==> src/rtl/chaos_stream_xor_pkg.sv <==
`default_nettype none
// ============================================================================
// Module      : chaos_stream_xor_pkg
// Description : Shared widths, FSM encoding and zero-seed substitute for the
//               chaos keystream XOR block.
// Revision    : 1.0 - initial release
// ============================================================================
package chaos_stream_xor_pkg;

    localparam int CHAOS_OVLD_W_DEF = 32;
    localparam int GAIN_INDEX_DEF   = 16;
    localparam int DATA_W_DEF       = 8;

    // A zero seed would lock the logistic map at its fixed point.
    localparam int SEED_ZERO_SUB    = 1;

    typedef enum logic [1:0] {
        ST_IDLE   = 2'd0,
        ST_SEED   = 2'd1,
        ST_WAIT   = 2'd2,
        ST_STREAM = 2'd3
    } state_t;

endpackage
`default_nettype wire

==> src/rtl/chaos_stream_xor_key_serializer.sv <==
`default_nettype none
// ============================================================================
// Module      : chaos_key_serializer
// Description : Holds one keystream word and presents it MSB-first, one byte
//               at a time, plus the guarded reseed value for the next word.
// Revision    : 1.0 - initial release
// ============================================================================
module chaos_key_serializer
    import chaos_stream_xor_pkg::*;
#(
    parameter int CHAOS_OVLD_W = CHAOS_OVLD_W_DEF,
    parameter int GAIN_INDEX   = GAIN_INDEX_DEF,
    parameter int DATA_W       = DATA_W_DEF
) (
    input  logic                    clk,
    input  logic                    rst_n,
    input  logic                    i_load,
    input  logic [CHAOS_OVLD_W-1:0] i_key,
    input  logic                    i_advance,
    output logic [DATA_W-1:0]       o_byte,
    output logic                    o_last,
    output logic [GAIN_INDEX-1:0]   o_next_seed
);

    localparam int NBYTES = CHAOS_OVLD_W / DATA_W;
    localparam int IDX_W  = (NBYTES > 1) ? $clog2(NBYTES) : 1;

    logic [CHAOS_OVLD_W-1:0] r_key;
    logic [IDX_W-1:0]        r_idx;
    logic [CHAOS_OVLD_W-1:0] w_shifted;
    logic [GAIN_INDEX-1:0]   w_low;

    always_ff @(posedge clk) begin
        if (!rst_n) begin
            r_key <= '0;
            r_idx <= '0;
        end else if (i_load) begin
            r_key <= i_key;
            r_idx <= '0;
        end else if (i_advance) begin
            r_idx <= r_idx + 1'b1;
        end
    end

    // Shift the selected byte up to the top so the slice stays constant.
    assign w_shifted   = r_key << (DATA_W * int'(r_idx));
    assign o_byte      = w_shifted[CHAOS_OVLD_W-1 -: DATA_W];
    assign o_last      = (r_idx == IDX_W'(NBYTES - 1));

    assign w_low       = r_key[GAIN_INDEX-1:0];
    assign o_next_seed = (w_low == '0) ? GAIN_INDEX'(SEED_ZERO_SUB) : w_low;

endmodule
`default_nettype wire

==> src/rtl/chaos_stream_xor.sv <==
`default_nettype none
// ============================================================================
// Module      : chaos_stream_xor
// Description : Keystream XOR cipher stage: seeds the chaotic generator, takes
//               one 32-bit word at a time and XORs its bytes onto a stream.
// Revision    : 1.0 - initial release
// ============================================================================
module chaos_stream_xor
    import chaos_stream_xor_pkg::*;
#(
    parameter int CHAOS_OVLD_W = CHAOS_OVLD_W_DEF,
    parameter int GAIN_INDEX   = GAIN_INDEX_DEF,
    parameter int DATA_W       = DATA_W_DEF
) (
    input  logic                    clk,
    input  logic                    rst_n,
    input  logic [GAIN_INDEX-1:0]   seed,
    input  logic                    seed_vld,
    output logic                    seed_rdy,
    output logic [GAIN_INDEX-1:0]   gen_x0,
    output logic                    gen_x0_vld,
    input  logic                    gen_x0_rdy,
    input  logic [CHAOS_OVLD_W-1:0] gen_xout,
    input  logic                    gen_xout_vld,
    output logic                    gen_xout_rdy,
    input  logic [DATA_W-1:0]       din,
    input  logic                    din_vld,
    output logic                    din_rdy,
    output logic [DATA_W-1:0]       dout,
    output logic                    dout_vld,
    input  logic                    dout_rdy,
    output logic                    busy
);

    state_t                r_state;
    state_t                w_state_nxt;
    logic [GAIN_INDEX-1:0] r_seed;
    logic [DATA_W-1:0]     r_dout;
    logic                  r_dout_vld;

    logic                  w_seed_hs;
    logic                  w_x0_hs;
    logic                  w_xout_hs;
    logic                  w_din_hs;
    logic [DATA_W-1:0]     w_key_byte;
    logic                  w_last;
    logic [GAIN_INDEX-1:0] w_next_seed;

    chaos_key_serializer #(
        .CHAOS_OVLD_W (CHAOS_OVLD_W),
        .GAIN_INDEX   (GAIN_INDEX),
        .DATA_W       (DATA_W)
    ) u_key_ser (
        .clk         (clk),
        .rst_n       (rst_n),
        .i_load      (w_xout_hs),
        .i_key       (gen_xout),
        .i_advance   (w_din_hs),
        .o_byte      (w_key_byte),
        .o_last      (w_last),
        .o_next_seed (w_next_seed)
    );

    assign seed_rdy     = (r_state == ST_IDLE);
    assign gen_x0       = r_seed;
    assign gen_x0_vld   = (r_state == ST_SEED);
    assign gen_xout_rdy = (r_state == ST_WAIT);
    // Output register can take a new byte whenever its current one leaves.
    assign din_rdy      = (r_state == ST_STREAM) && (!r_dout_vld || dout_rdy);
    assign dout         = r_dout;
    assign dout_vld     = r_dout_vld;
    assign busy         = (r_state != ST_IDLE);

    assign w_seed_hs    = seed_vld     && seed_rdy;
    assign w_x0_hs      = gen_x0_vld   && gen_x0_rdy;
    assign w_xout_hs    = gen_xout_vld && gen_xout_rdy;
    assign w_din_hs     = din_vld      && din_rdy;

    always_ff @(posedge clk) begin
        if (!rst_n) begin
            r_state <= ST_IDLE;
        end else begin
            r_state <= w_state_nxt;
        end
    end

    always_comb begin
        w_state_nxt = r_state;
        case (r_state)
            ST_IDLE:   if (w_seed_hs)            w_state_nxt = ST_SEED;
            ST_SEED:   if (w_x0_hs)              w_state_nxt = ST_WAIT;
            ST_WAIT:   if (w_xout_hs)            w_state_nxt = ST_STREAM;
            ST_STREAM: if (w_din_hs && w_last)   w_state_nxt = ST_SEED;
            default:                             w_state_nxt = ST_IDLE;
        endcase
    end

    always_ff @(posedge clk) begin
        if (!rst_n) begin
            r_seed     <= '0;
            r_dout     <= '0;
            r_dout_vld <= 1'b0;
        end else begin
            if (w_seed_hs) begin
                r_seed <= seed;
            end else if (w_din_hs && w_last) begin
                r_seed <= w_next_seed;
            end

            if (w_din_hs) begin
                r_dout     <= din ^ w_key_byte;
                r_dout_vld <= 1'b1;
            end else if (dout_rdy) begin
                r_dout_vld <= 1'b0;
            end
        end
    end

endmodule
`default_nettype wire

==> config.mk <==
export PLATFORM = sky130hd
export DESIGN_NAME = chaos_stream_xor
export DESIGN_NICKNAME = d
export VERILOG_FILES = /design/src/rtl/chaos_stream_xor_pkg.sv /design/src/rtl/chaos_stream_xor_key_serializer.sv /design/src/rtl/chaos_stream_xor.sv
export SDC_FILE = /design/constraint.sdc
export NUM_CORES = 1
export LEC_CHECK = 0
export BUFFER_PORTS_ARGS = -buffer_cell sky130_fd_sc_hd__buf_4
export CORE_ASPECT_RATIO = 0.6
export CORE_UTILIZATION = 44
export CTS_CLUSTER_DIAMETER = 200
export CTS_CLUSTER_SIZE = 10
export DETAILED_ROUTE_END_ITERATION = 12
export GPL_TIMING_DRIVEN = 0
export PLACE_DENSITY = 0.75
export SYNTH_ARGS = -nofsm -noshare
export SYNTH_HDL_FRONTEND = slang
export SYNTH_SLANG_ARGS = --single-unit
==> constraint.sdc <==
create_clock -name clk -period 1.6 [get_ports clk]
set_clock_uncertainty 0.1 [all_clocks]
set_input_delay 0.16 -clock clk [delete_from_list [all_inputs] [get_ports clk]]
set_output_delay 0.16 -clock clk [all_outputs]
set_load 0.01 [all_outputs]
==> results of run 1 <==
flip-flops by register name, indices dropped and copies added (netlist names):
register	cells
dout_vld	1
u_key_ser.r_idx	2
u_key_ser.r_key	32
dout	8
gen_x0	16
r_state	2
repair_timing:
action | CTS | global route
gates cloned | 0 | 1
hold buffers | 37 | 1
endpoints found under the setup margin | 46 | 44
endpoints found under the hold margin | 37 | 1
pin swaps | 1 | 7
buffers inserted | 1 | 7
resized for setup | 10 | 15
per-layer routing:
metal,up-vias,part of all wire [%],GRT usage [%]
met1,1315,44,35.8
met2,135,45,42.5
li1,1334,-,-
met3,15,9.0,8.50
met4,0,1.7,7.87
met5,-,0,0
power breakdown:
group / switching [uW] / internal, uW
clock: 557 / 711
sequential: 185 / 1750
combinational: 820 / 846
total: 1560 / 3310
cell usage in the layout, fill, tap and decap left out, types with 2 or more instances in the layout:
cell,n
clkbuf_2,7
buf_6,3
and2_1,2
dfxtp_4,2
nand2_1,69
mux4_2,8
inv_1,5
nor4_1,4
dlygate4sd3_1,38
ha_4,2
xnor2_1,9
clkbuf_4,3
dfxtp_1,58
mux2i_1,15
ha_1,2
clkbuf_1,5
a21oi_1,59
buf_4,99
o21ai_0,24
clkbuf_8,13
inv_4,2
worst max-delay path, delay by kind of cell (launching register included):
family	cells	cell delay, ns
fa+ha+maj	1	0.16
simple gates	1	0.05
flops	1	0.39
compound gates	2	0.51
buf+inv	3	0.37
layout make-up:
type	instances	area, sq um
fill	436	1550
multi-input combinational	209	1330
sequential	61	1230
timing repair buffer	139	1140
clock buffer	13	179
buffer	18	100
tap	80	100
inverter	8	35.0
clock inverter	1	5.00
stage by stage:
stage                     utilization, %  TNS (ns)  area, sq um  instances  setup slack, ns
final                               72.7   -0.0827         4120        529          -0.0497
after global routing                72.7    -0.121         4120        529          -0.0572
after CTS                           70.7         0         4010        520          0.00521
after detailed placement            60.5     -5.03         3440        470           -0.198
after global placement              60.5     -3.73         3440        470           -0.170
after floorplan                        -         0         2650        298          0.00492
worst paths after layout:
path,start,endpoint,slack (ns),depth (start not counted)
worst min-delay path,seed[9],gen_x0[9]$_SDFFE_PN0P_,0.007,3
worst max-delay path,r_state[1]$_SDFFE_PN0P_,r_state[1]$_SDFFE_PN0P_,-0.05,7
worst min register to register,u_key_ser.r_key[30]$_SDFFE_PN0P_,u_key_ser.r_key[30]$_SDFFE_PN0P_,0.36,2
worst max register to register,r_state[1]$_SDFFE_PN0P_,r_state[1]$_SDFFE_PN0P_,-0.05,7
cells by family (layout without fill, tap and decap cells):
family                   count (synthesis)  count (layout)  synth area share (%)
buffers and inverters                   28             179                  4.57
AO/OA/AOI/OAI                           89              89                  17.7
AND/OR/NAND/NOR                         83              83                  13.4
flip-flops                              61              61                  46.5
multiplexers                            23              23                  12.6
adder cells (fa/ha/maj)                  5               5                  2.38
XOR/XNOR                                 9               9                  3.00
==> impl_metrics.csv, run 1 <==
group,metric,value,unit
floorplanning,core,5680,sq um
power_and_ir_drop,peakVddDrop,0.000565,V
power_and_ir_drop,p_leak,0.00179,uW
placement,routabilityCongestion,0.810,
logic_synthesis,syn_avg_cell_area,8.82,sq um
clocking,root_buffer,"clkbuf_8",
placement,dp_hpwl,5.59,mm
grt,grt_pass1_vias,2458,
sta,worst_pin_slew,0.510,ns
logic_synthesis,ys_ff_latch,61,
grt,grt_max_degree,19,
status,failed_checks,"negative setup slack",
placement,place.port_buffers,92,
power_and_ir_drop,power_density,1180,nW/um^2
clocking,worstSkewPairLatency,0.34,ns
cells_and_area,drive_gt1_share,33.0,%
detailed_routing,vias_per_cell,5.29,
logic_synthesis,yosysWarnings,0,
sta,holdWs,0.00721,ns
sta,setup_ws,-0.0497,ns
detailed_routing,ant_nets,0,
sta,setup_viol,2,
floorplanning,num_rows,21,
clocking,cts_htree_levels,3,
grt,grt_usage,26.9,%
floorplanning,dieArea,6300,sq um
clocking,clock-sinks,61,
logic_synthesis,ys_seq_area_share,46.5,%
detailed_routing,drc_errors,0,
grt,grt_overflow_total,0,
detailed_routing,drt_first_pass_iters,5,
setup_path,end_kind,"flop",
sta,grt_setup_unrepaired,"yes",
worst_hold_path,hp-class,"primary input to flop",
logic_synthesis,syn-num-nets,366,
logic_synthesis,synthDominantCellAreaShare,46.5,%
detailed_routing,post_drt_wl_per_cell,16.3,um
clocking,path_clk_slew,0.06,ns
flow_run,cap_violations,0,
clocking,cts_tree,"built",
logic_synthesis,syn_area,2630,sq um
logic_synthesis,synthMostInstantiatedCell,"nand2_1",
floorplanning,io_pins,93,
setup_path,crit_fanout,4,
floorplanning,fp.dieW,102,um
logic_synthesis,synth_edf_count,0,
sta,hold_viol_final,0,
power_and_ir_drop,finalPower,4870,uW
setup_path,crit_path_top_delay_cell,"dfxtp_4",
setup_path,setup.worst_path.start_class,"flop",
setup_path,slowest_delay,0.39,ns
cells_and_area,insertedDiodeCount,0,
grt,grt_pass1_wl,12.1,mm
status,outcome,"finished, violations left",
sta,fmax,606,MHz
setup_path,crit_chain,"inv_4, ha_4, a222oi_1, buf_4, buf_6, nand3_2, a21oi_1",
sta,period_needed,1.65,ns
detailed_routing,drt_iter0_drc,185,
setup_path,crit_required,1.77,ns
logic_synthesis,postSynthCellCount,298,
logic_synthesis,yosys_most_used_dff,"dfxtp_1",
floorplanning,start_util,46.3,%
sta,report.final.slew_viol_count,0,
sta,relSlewSlack,66.0,%
logic_synthesis,synth_cell_types,29,
logic_synthesis,synth_top_cells_by_count,"69 x nand2_1, 61 x dfxtp_1, 60 x a21oi_1, 24 x o21ai_0, 15 x mux2i_1",
setup_path,critPathKind,"flop to flop",
clocking,clock_path_buffers,2,
logic_synthesis,synthArstFlopShare,0,%
logic_synthesis,synth_top_cell_by_area,"dfxtp_1",
grt,antenna_found_initial,0,
detailed_routing,vias,2799,
cells_and_area,fin_nets,514,
clocking,numCtsBuffers,9,
floorplanning,die_h,61.9,um
logic_synthesis,synthTopCellsByArea,"dfxtp_1 46%, a21oi_1 11%, nand2_1 9.9%, mux4_2 6.9%, mux2i_1 5.7%",
cells_and_area,syn2layout_area_growth,56.9,%
detailed_routing,wl,8.63,mm
sta,period_share,103,%
setup_path,arrival,1.82,ns
(Power assumes the default switching activity.)
==> inputs of run 2 (changes only) <==
CORE_UTILIZATION = 50   (was 44)
PLACE_DENSITY = 0.8   (was 0.75)
SETUP_SLACK_MARGIN = 0.1   (was not set)
clock period = 2.03 ns   (was 1.6 ns; I/O delays follow)
==> impl_metrics.csv, run 2 (synthesis results as in run 1) <==
group,metric,value,unit
status,outcome,"completed",
clocking,clock-sinks,61,
grt,grt_usage,28.5,%
sta,period_needed,1.92,ns
sta,worst_pin_slew,0.500,ns
setup_path,reg2reg_depth,6,
clocking,numCtsBuffers,9,
detailed_routing,drt_iter0_drc,221,
sta,fmax,520,MHz
cells_and_area,fin_nets,470,
clocking,cts_htree_levels,3,
setup_path,r2r-end,"r_state[1]$_SDFFE_PN0P_",
setup_path,crit_required,2.13,ns
grt,grt_most_used_layer,"met2",
sta,period_share,94.6,%
floorplanning,io_pins,93,
power_and_ir_drop,power_density,1050,nW/um^2
setup_path,end_kind,"flop",
placement,dp_hpwl,5.57,mm
detailed_routing,vias_per_cell,5.50,
grt,antenna_found_initial,0,
power_and_ir_drop,finalPower,3840,uW
power_and_ir_drop,peakVddDrop,0.000633,V
detailed_routing,vias,2602,
floorplanning,dieArea,5560,sq um
cells_and_area,final_util,72.3,%
clocking,path_clk_slew,0.07,ns
floorplanning,core,5050,sq um
setup_path,setup.worst_path.start_class,"flop",
setup_path,r2r-start,"r_state[0]$_SDFFE_PN0P_",
clocking,clock_path_buffers,2,
placement,place_ws,0.155,ns
power_and_ir_drop,p_leak,0.00162,uW
sta,setup_ws,0.109,ns
grt,grt_overflow_total,0,
detailed_routing,drc_errors,0,
cells_and_area,final_cell_mix,"94 x buf_4, 69 x nand2_1, 61 x dfxtp_1, 60 x a21oi_1, 24 x o21ai_0",
grt,grt_pass1_vias,2358,
flow_run,cap_violations,0,
placement,place.port_buffers,92,
cells_and_area,insertedDiodeCount,0,
detailed_routing,ant_nets,0,
sta,relSlewSlack,66.6,%
floorplanning,fp.dieW,95.6,um
cells_and_area,drive_gt1_share,32.4,%
grt,met1_usage,38.1,%
sta,hold_viol_final,0,
worst_hold_path,hold_path_end,"u_key_ser.r_key[21]$_SDFFE_PN0P_",
cells_and_area,largest_reg_flops,32,
worst_hold_path,hp-class,"primary input to flop",
placement,placed_area,3400,sq um
cells_and_area,largest_register,"u_key_ser.r_key",
setup_path,crit_fanout,5,
grt,grt_pass1_wl,11.4,mm
detailed_routing,wl,7.69,mm
setup_path,arrival,2.02,ns
worst_hold_path,min_from,"gen_xout[21]",
worst_hold_path,whs_path_depth,3,
detailed_routing,drt_first_pass_iters,4,
grt,met3_usage,9.19,%
detailed_routing,post_drt_wl_per_cell,16.3,um
clocking,worstSkewPairLatency,0.33,ns
setup_path,rrSetupSlack,0.11,ns
sta,report.final.slew_viol_count,0,
sta,setup_viol,0,
clocking,hold_buffers,0,
clocking,root_buffer,"clkbuf_8",
cells_and_area,syn2layout_area_growth,39.0,%
setup_path,critPathKind,"flop to flop",
cells_and_area,final_common_cell,"buf_4",
floorplanning,die_h,58.2,um
grt,grt_max_degree,11,
grt,grtUsageMet2,43.9,%
floorplanning,num_rows,20,
floorplanning,start_util,52.0,%
sta,fin_setup_tns,0,ns
clocking,cts_tree,"built",
cells_and_area,fin_area,3650,sq um
placement,routabilityCongestion,0.858,
sta,grt_setup_unrepaired,"yes",
## run 2: cell types whose count changed in the layout (fill, tap and decap cells not counted), sizes merged
| cell | delta |
|---|---|
| clkbuf | -3 |
| clkinv | +1 |
| buf | -4 |
| dlygate4sd3 | -38 |
| bufinv | +2 |
## run 2: final cells by class
class / instances / area (sq um)
plain buffers: 20 / 100
inverters: 8 / 30.0
flip-flops and latches: 61 / 1220
clock buffers: 12 / 155
clock inverters: 4 / 70.1
multi-input cells: 209 / 1300
well taps: 66 / 82.6
repair buffers: 93 / 698
fillers: 404 / 1400
## run 2: metal layers
| layer | share of wire [%] | routed length (um) |
|---|---|---|
| met3 | 10 | 801 |
| met5 | 0 | 0 |
| met2 | 43 | 3330 |
| met4 | 1.8 | 142 |
| met1 | 44 | 3410 |
## run 2: metrics by stage
stage	cells	hold slack (ns)
after global placement	456	0.343
after CTS	472	0.00788
final	473	0.0116
after detailed placement	456	0.351
after global routing	473	0.00827
after floorplan	298	0.239
## run 2: critical path, cell delays in order, from the launching register on
cell and delay [ns]:
dfxtp_1 0.42, inv_1 0.11, ha_1 0.28, a222oi_1 0.51, buf_4 0.20, a21o_2 0.11
a21oi_1 0.06
## run 2: power by group
group          internal [uW]  leakage [uW]  switching, uW
logic                    526       0.00100            595
clock network            754      0.000116            456
registers               1370      0.000496            134
total                   2650       0.00162           1190
## run 2: worst max path at each step
stage	from	endpoint	slack, ns
after floorplan	r_state[0]$_SDFFE_PN0P_	r_state[0]$_SDFFE_PN0P_	0.35
after global placement	r_state[0]$_SDFFE_PN0P_	r_state[0]$_SDFFE_PN0P_	0.26
after detailed placement	r_state[0]$_SDFFE_PN0P_	u_key_ser.r_key[26]$_SDFFE_PN0P_	0.16
after CTS	r_state[0]$_SDFFE_PN0P_	u_key_ser.r_key[26]$_SDFFE_PN0P_	0.11
after global routing	r_state[0]$_SDFFE_PN0P_	r_state[1]$_SDFFE_PN0P_	0.06
final	r_state[0]$_SDFFE_PN0P_	r_state[1]$_SDFFE_PN0P_	0.11
## run 2: timing repair
| item | CTS | global route |
|---|---|---|
| setup endpoints to repair | 1 | 37 |
| buffers inserted | 0 | 1 |
| pin swaps | 0 | 1 |
| resized for setup | 1 | 16 |
